### src/rtl/video_pkg.sv
// Shared video-datapath definitions.
//   PIX_W   : default pixel width
//   NUM_CH  : number of demux output channels
//   state_t : line-steering state (IDLE = between lines, LOCKED = mid-line)
package video_pkg;

  localparam int PIX_W  = 16;
  localparam int NUM_CH = 4;

  typedef enum logic {
    IDLE   = 1'b0,
    LOCKED = 1'b1
  } state_t;

endpackage

### src/rtl/demux_1x4_nbits_stream_if.sv
// Bundle of the pixel-stream signals around the 1:4 demux.
//   Upstream  : s0, s1, x_in, in_valid, in_last -> block; in_ready <- block
//   Downstream: y0..y3, out_valid[3:0], out_last[3:0] <- block; out_ready[3:0] -> block
//   Status    : beat_cnt, busy <- block
// modport master = the side that feeds the stream and consumes the channels,
// modport slave  = the demux itself.
interface demux_1x4_nbits_stream_if
  import video_pkg::*;
#(
  parameter int N     = PIX_W,
  parameter int CNT_W = 12
);

  logic             s0;
  logic             s1;
  logic [N-1:0]     x_in;
  logic             in_valid;
  logic             in_last;
  logic             in_ready;
  logic [N-1:0]     y0;
  logic [N-1:0]     y1;
  logic [N-1:0]     y2;
  logic [N-1:0]     y3;
  logic [3:0]       out_valid;
  logic [3:0]       out_last;
  logic [3:0]       out_ready;
  logic [CNT_W-1:0] beat_cnt;
  logic             busy;

  modport master (
    output s0, s1, x_in, in_valid, in_last, out_ready,
    input  in_ready, y0, y1, y2, y3, out_valid, out_last, beat_cnt, busy
  );

  modport slave (
    input  s0, s1, x_in, in_valid, in_last, out_ready,
    output in_ready, y0, y1, y2, y3, out_valid, out_last, beat_cnt, busy
  );

endinterface

### src/rtl/stream_out_reg.sv
// One-entry valid/ready holding register for a single output channel.
//   clk, rst : clock, synchronous active-high reset
//   load     : capture din this cycle (wins over drain)
//   din      : {last, data}; the flag occupies the MSB
//   drain    : downstream ready for this channel
//   dout     : held {last, data}
//   valid    : entry is occupied
module stream_out_reg #(
  parameter int W = 17
) (
  input  logic         clk,
  input  logic         rst,
  input  logic         load,
  input  logic [W-1:0] din,
  input  logic         drain,
  output logic [W-1:0] dout,
  output logic         valid
);

  logic [W-1:0] data_reg;
  logic         valid_reg;

  always_ff @(posedge clk) begin
    if (rst) begin
      data_reg  <= '0;
      valid_reg <= 1'b0;
    end else if (load) begin
      data_reg  <= din;
      valid_reg <= 1'b1;
    end else if (drain) begin
      // Pixel data is left in place; only the last flag is retired
      // together with valid.
      valid_reg       <= 1'b0;
      data_reg[W-1]   <= 1'b0;
    end
  end

  assign dout  = data_reg;
  assign valid = valid_reg;

endmodule

### src/rtl/demux_1x4_nbits_stream.sv
// Registered 1:4 pixel-stream demultiplexer. Each line (packet terminated by
// in_last) is steered whole to the channel chosen by {s1,s0} on its first
// beat; the choice is held until the last beat.
//   clk, rst : clock, synchronous active-high reset
//   bus      : stream interface (slave view), see demux_1x4_nbits_stream_if
module demux_1x4_nbits_stream
  import video_pkg::*;
#(
  parameter int N     = PIX_W,
  parameter int CNT_W = 12
) (
  input logic                     clk,
  input logic                     rst,
  demux_1x4_nbits_stream_if.slave bus
);

  localparam logic [CNT_W-1:0] CNT_MAX = {CNT_W{1'b1}};

  state_t           state_reg, state_next;
  logic [1:0]       sel_reg, sel_next;
  logic [CNT_W-1:0] cnt_reg, cnt_next;
  logic [1:0]       tgt;
  logic             in_ready_w;
  logic             acc;

  logic [N:0]        ch_dout [NUM_CH];
  logic [NUM_CH-1:0] ch_valid;
  logic [NUM_CH-1:0] ch_last;

  // Between lines the live select decides; mid-line the captured one does.
  assign tgt = (state_reg == IDLE) ? {bus.s1, bus.s0} : sel_reg;

  // Only the target channel can stall the input; its slot frees up either
  // when empty or when it drains in the same cycle it is reloaded.
  assign in_ready_w = !rst && (!ch_valid[tgt] || bus.out_ready[tgt]);
  assign acc        = bus.in_valid && in_ready_w;

  always_ff @(posedge clk) begin
    if (rst) begin
      state_reg <= IDLE;
      sel_reg   <= 2'b00;
      cnt_reg   <= '0;
    end else begin
      state_reg <= state_next;
      sel_reg   <= sel_next;
      cnt_reg   <= cnt_next;
    end
  end

  always_comb begin
    state_next = state_reg;
    sel_next   = sel_reg;
    cnt_next   = cnt_reg;
    case (state_reg)
      IDLE: begin
        if (acc) begin
          sel_next   = {bus.s1, bus.s0};
          state_next = bus.in_last ? IDLE : LOCKED;
        end
      end
      LOCKED: begin
        if (acc && bus.in_last) begin
          state_next = IDLE;
        end
      end
      default: state_next = IDLE;
    endcase
    if (acc) begin
      if (bus.in_last) begin
        cnt_next = '0;
      end else if (cnt_reg != CNT_MAX) begin
        cnt_next = cnt_reg + 1'b1;
      end
    end
  end

  for (genvar gi = 0; gi < NUM_CH; gi++) begin : g_ch
    stream_out_reg #(
      .W (N + 1)
    ) u_out_reg (
      .clk   (clk),
      .rst   (rst),
      .load  (acc && (tgt == 2'(gi))),
      .din   ({bus.in_last, bus.x_in}),
      .drain (bus.out_ready[gi]),
      .dout  (ch_dout[gi]),
      .valid (ch_valid[gi])
    );
    assign ch_last[gi] = ch_dout[gi][N];
  end

  assign bus.y0        = ch_dout[0][N-1:0];
  assign bus.y1        = ch_dout[1][N-1:0];
  assign bus.y2        = ch_dout[2][N-1:0];
  assign bus.y3        = ch_dout[3][N-1:0];
  assign bus.out_valid = ch_valid;
  assign bus.out_last  = ch_last;
  assign bus.in_ready  = in_ready_w;
  assign bus.beat_cnt  = cnt_reg;
  assign bus.busy      = (state_reg == LOCKED);

endmodule

### src/flat_wrapper.sv
// flat-port wrapper written by rule: the top's interface ports become plain ports
module demux_1x4_nbits_stream_flat import video_pkg::*;
#(
  parameter int N     = PIX_W,
  parameter int CNT_W = 12
)
  (clk, rst, bus_s0, bus_s1, bus_x_in, bus_in_valid, bus_in_last, bus_out_ready, bus_in_ready, bus_y0, bus_y1, bus_y2, bus_y3, bus_out_valid, bus_out_last, bus_beat_cnt, bus_busy);
  demux_1x4_nbits_stream_if #(.N(N), .CNT_W(CNT_W)) bus_i ();
  input logic clk;
  input logic rst;
  input wire logic [$bits(bus_i.s0)-1:0] bus_s0;
  input wire logic [$bits(bus_i.s1)-1:0] bus_s1;
  input wire logic [$bits(bus_i.x_in)-1:0] bus_x_in;
  input wire logic [$bits(bus_i.in_valid)-1:0] bus_in_valid;
  input wire logic [$bits(bus_i.in_last)-1:0] bus_in_last;
  input wire logic [$bits(bus_i.out_ready)-1:0] bus_out_ready;
  output wire logic [$bits(bus_i.in_ready)-1:0] bus_in_ready;
  output wire logic [$bits(bus_i.y0)-1:0] bus_y0;
  output wire logic [$bits(bus_i.y1)-1:0] bus_y1;
  output wire logic [$bits(bus_i.y2)-1:0] bus_y2;
  output wire logic [$bits(bus_i.y3)-1:0] bus_y3;
  output wire logic [$bits(bus_i.out_valid)-1:0] bus_out_valid;
  output wire logic [$bits(bus_i.out_last)-1:0] bus_out_last;
  output wire logic [$bits(bus_i.beat_cnt)-1:0] bus_beat_cnt;
  output wire logic [$bits(bus_i.busy)-1:0] bus_busy;
  assign bus_i.s0 = bus_s0;
  assign bus_i.s1 = bus_s1;
  assign bus_i.x_in = bus_x_in;
  assign bus_i.in_valid = bus_in_valid;
  assign bus_i.in_last = bus_in_last;
  assign bus_i.out_ready = bus_out_ready;
  assign bus_in_ready = bus_i.in_ready;
  assign bus_y0 = bus_i.y0;
  assign bus_y1 = bus_i.y1;
  assign bus_y2 = bus_i.y2;
  assign bus_y3 = bus_i.y3;
  assign bus_out_valid = bus_i.out_valid;
  assign bus_out_last = bus_i.out_last;
  assign bus_beat_cnt = bus_i.beat_cnt;
  assign bus_busy = bus_i.busy;
  demux_1x4_nbits_stream #(.N(N), .CNT_W(CNT_W)) u_core (.clk(clk), .rst(rst), .bus(bus_i));
endmodule
### config.mk
export PLATFORM = sky130hd
export DESIGN_NAME = demux_1x4_nbits_stream_flat
export DESIGN_NICKNAME = d
export VERILOG_FILES = /design/src/rtl/video_pkg.sv /design/src/rtl/demux_1x4_nbits_stream_if.sv /design/src/rtl/stream_out_reg.sv /design/src/rtl/demux_1x4_nbits_stream.sv /design/src/flat_wrapper.sv
export SDC_FILE = /design/constraint.sdc
export NUM_CORES = 1
export LEC_CHECK = 0
export ABC_AREA = 1
export CAP_MARGIN = 10
export CORE_MARGIN = 10
export CORE_UTILIZATION = 51
export DETAILED_ROUTE_END_ITERATION = 12
export PLACE_DENSITY_LB_ADDON = 0.1
export SYNTH_ARGS = -nofsm -noshare
export SYNTH_HDL_FRONTEND = slang
export SYNTH_SLANG_ARGS = --single-unit
### constraint.sdc
create_clock -name clk -period 2.8 [get_ports clk]
set_input_delay 0.7 -clock clk [delete_from_list [all_inputs] [get_ports clk]]
set_output_delay 0.7 -clock clk [all_outputs]
set_load 0.005 [all_outputs]
==> results.py <==
metrics = {
    "placed_design": {
        "portBuffers": 111,
        "dp_hpwl_um": 8384,
        "dpl_worst_slack_ns": -0.3417,
        "globalplace.congestion": 0.8461,
        "dp_cells": 686,
    },
    "pwr": {
        "power.density_nw_per_um2": 486.4,
        "vdd_ir_drop_max_v": 0.0003030,
        "total_leakage_power_nw": 1.822,
    },
    "finish": {
        "n_antenna_cell": 0,
        "final_cells": 703,
        "fin_util_pct": 70.85,
        "drive_above_1_share_pct": 9.106,
        "seq_area_um2": 1742,
        "largest_register_ffs": 68,
        "fin_nets": 626,
        "multi_input_area_um2": 1805,
        "nFillCells": 595,
        "area_delta_synth_final_pct": 33.82,
    },
    "hold_path": {
        "hold_depth": 2,
        "hold_class": "reg -> reg",
        "hold_path_end": "u_core.g_ch[1].u_out_reg.dout[10]",
        "min_from": "u_core.g_ch[1].u_out_reg.dout[10]",
    },
    "synth": {
        "syn_area_per_cell_um2": 7.762,
        "yosysWarnings": 0,
        "synthMuxAreaShare_pct": 0,
        "synthSimpleGateAreaFrac_pct": 33.69,
        "ys_seq_elements": 87,
        "synth_top_family_by_area": "simple AND/OR/NAND/NOR gates",
        "synth_edf_count": 0,
        "synth_compound_area_share_pct": 12.15,
        "syn_nets": 527,
        "async_reset_ff_share_pct": 0,
        "synth_top_cells_by_area": "dfxtp_1 45%, nand2_1 11%, nand4_1 11%, a21oi_1 9.7%, nor2_1 4.2%",
        "synth_common_cells": "118 x nand2_1, 87 x dfxtp_1, 75 x a21oi_1",
        "synth_xor_area_share_pct": 0.2257,
        "synth_top_area_cell": "dfxtp_1",
        "yosysSeqAreaShare_pct": 44.87,
        "synth_cells": 500,
        "synth_most_common_cell": "nand2_1",
        "yosys.area.top_type_share_pct": 44.87,
        "ys.flop_type": "dfxtp_1",
        "synth-adder-area-share_pct": 0.3224,
        "syn-cell-area_um2": 3881,
        "ys_types": 27,
    },
    "floorplanning": {
        "row_count": 31,
        "start_util_pct": 52.94,
        "core-area_um2": 7331,
        "die_w_um": 107.2,
        "io_pins": 112,
        "dieHeight_um": 107.2,
        "die-area_um2": 11500,
    },
    "critical_path": {
        "reg2reg_depth": 11,
        "regToRegEndpoint": "u_core.g_ch[2].u_out_reg.dout[13]",
        "path_common_cell": "nand2_2",
        "required_ns": 2.10,
        "cp_max_fo": 4,
        "endpoint_kind": "output pin",
        "crit_path_top_delay_cell": "clkdlybuf4s50_1",
        "path_class": "in -> out",
        "critPathArrivalTime_ns": 2.01,
        "critPathMaxStageDelay_ns": 0.46,
        "ff2ff_setup_slack_ns": 0.53,
        "critPathLaunchType": "primary input",
        "cp_cell_sequence": "clkdlybuf4s50_1, inv_1, nand2_1, nand2_2, nand3_1, nand2_2, nor2_4, a21oi_4, buf_2",
    },
    "timing": {
        "drv_slew": 0,
        "finalHoldViolCount": 0,
        "maxSlewHeadroom_pct": 45.60,
        "skew_ns": 0.01215,
        "tightest_slew_ns": 0.8159,
        "fin_hold_ws_ns": 0.4655,
        "finalSetupViolCount": 0,
        "fin_crit_ns": 2.707,
        "fin_crit_sh_pct": 96.67,
        "rsz0062_at_grt": "no",
        "timing.final.ws_setup_ns": 0.09326,
        "clock.fmax_ghz": 0.3694,
    },
    "outcome": {
        "status": "completed",
    },
    "grt": {
        "grt_max_degree": 82,
        "first_global_vias": 3665,
        "grt_remaining_overflow": 0,
        "met3_usage_pct": 8.204,
        "grt_pass1_wl_um": 18400,
        "track_usage_pct": 19.44,
        "antenna_found_initial": 0,
        "met1_usage_pct": 21.93,
        "use_met2_pct": 32.72,
        "busiest_layer": "met2",
    },
    "clock_tree": {
        "clockBufferDepth": 2,
        "clk_pin_slew_ns": 0.09,
        "cts_root_buf": "clkbuf_8",
        "clock_sinks": 87,
        "cts_hold_buffers": 0,
        "cts_buffers": 9,
        "clk_latency_ns": 0.35,
        "htreeDepth": 3,
        "cts_tree": "done",
    },
    "detailed_routing": {
        "drtIter0Drc": 259,
        "dr.pass1.iters": 5,
        "ant_nets": 0,
        "wl_per_cell_um": 16.64,
        "dr_total_vias": 3878,
        "totalWireLength_um": 11700,
        "viasPerCell": 5.516,
        "post-route-drc-count": 0,
    },
    "job": {
        "maxCapViolations": 0,
    },
}
[through the flow]
step | instance area [µm²] | total power, mW | setup TNS [ns]
3_3_place_gp | 4991 | 1.676 | -1.642
5_1_grt | 5194 | 2.636 | 0
3_5_place_dp | 4991 | 1.683 | -6.596
4_1_cts | 5194 | 2.537 | 0
6_report | 5194 | 2.526 | 0
2_1_floorplan | 3881 | 1.516 | 0
[metal layers]
metal,up-vias,share of wire (%)
met4,0,1.3
li1,1920,-
met3,17,9.2
met5,-,0
met2,131,50
met1,1810,39
[cells in the final DEF, fill, tap and decap left out, types with 2 or more instances in the layout]
| cell type | n |
|---|---|
| dfxtp_1 | 87 |
| nand3_1 | 10 |
| clkbuf_8 | 9 |
| buf_4 | 14 |
| o21ai_0 | 4 |
| nor2_1 | 43 |
| nor3_1 | 2 |
| clkinvlp_4 | 2 |
| buf_12 | 2 |
| o21bai_1 | 7 |
| nand2_4 | 2 |
| nand4_4 | 5 |
| nand2_2 | 6 |
| nand2_1 | 116 |
| nand4_1 | 70 |
| inv_1 | 22 |
| clkinv_2 | 2 |
| clkdlybuf4s50_1 | 107 |
| a21oi_1 | 75 |
| nor2_2 | 4 |
| buf_2 | 3 |
[layout make-up]
cell class | instances | area share (%)
Timing Repair Buffer | 127 | 23.87
Tap cell | 99 | 2.385
Clock inverter | 7 | 1.397
Clock buffer | 9 | 2.385
Sequential cell | 87 | 33.53
Multi-Input combinational cell | 351 | 34.76
Inverter | 23 | 1.662
[critical path: cells and delay by family]
family,cells,cell delay [ns]
AOI/OAI and AO/OA,1,0.20
buffers and inverters,3,0.68
and+or+nand+nor,5,0.42
[worst max path at each step]
stage	startpoint	endpoint	slack, ns	depth (start not counted)
after floorplan	bus_s1	bus_in_ready	0.52	8
after global placement	bus_s0	bus_in_ready	-0.29	10
after detailed placement	bus_s0	bus_in_ready	-0.34	8
after CTS	bus_s1	bus_in_ready	0.09	9
after global routing	bus_s1	bus_in_ready	0.03	9
final	bus_s1	bus_in_ready	0.09	9
[kinds of logic (layout without fill, tap and decap cells)]
group | Yosys count | in the layout
XOR/XNOR | 1 | 1
AND/OR/NAND/NOR | 261 | 261
AO/OA/AOI/OAI | 88 | 88
buffers and inverters | 62 | 166
adder cells (fa/ha/maj) | 1 | 1
flip-flops | 87 | 87
[power by group]
group,total [mW],leakage [nW],internal (mW),switching [mW]
clock network,0.868,0.0956,0.414,0.455
logic,0.366,1.02,0.155,0.211
registers,1.29,0.705,1.27,0.0214
total,2.53,1.82,1.84,0.687
[what timing repair did]
item                       CTS  global route
setup endpoints to repair    1             0
resized for setup            7             0
buffers inserted             1             0
(Power assumes the default switching activity.)
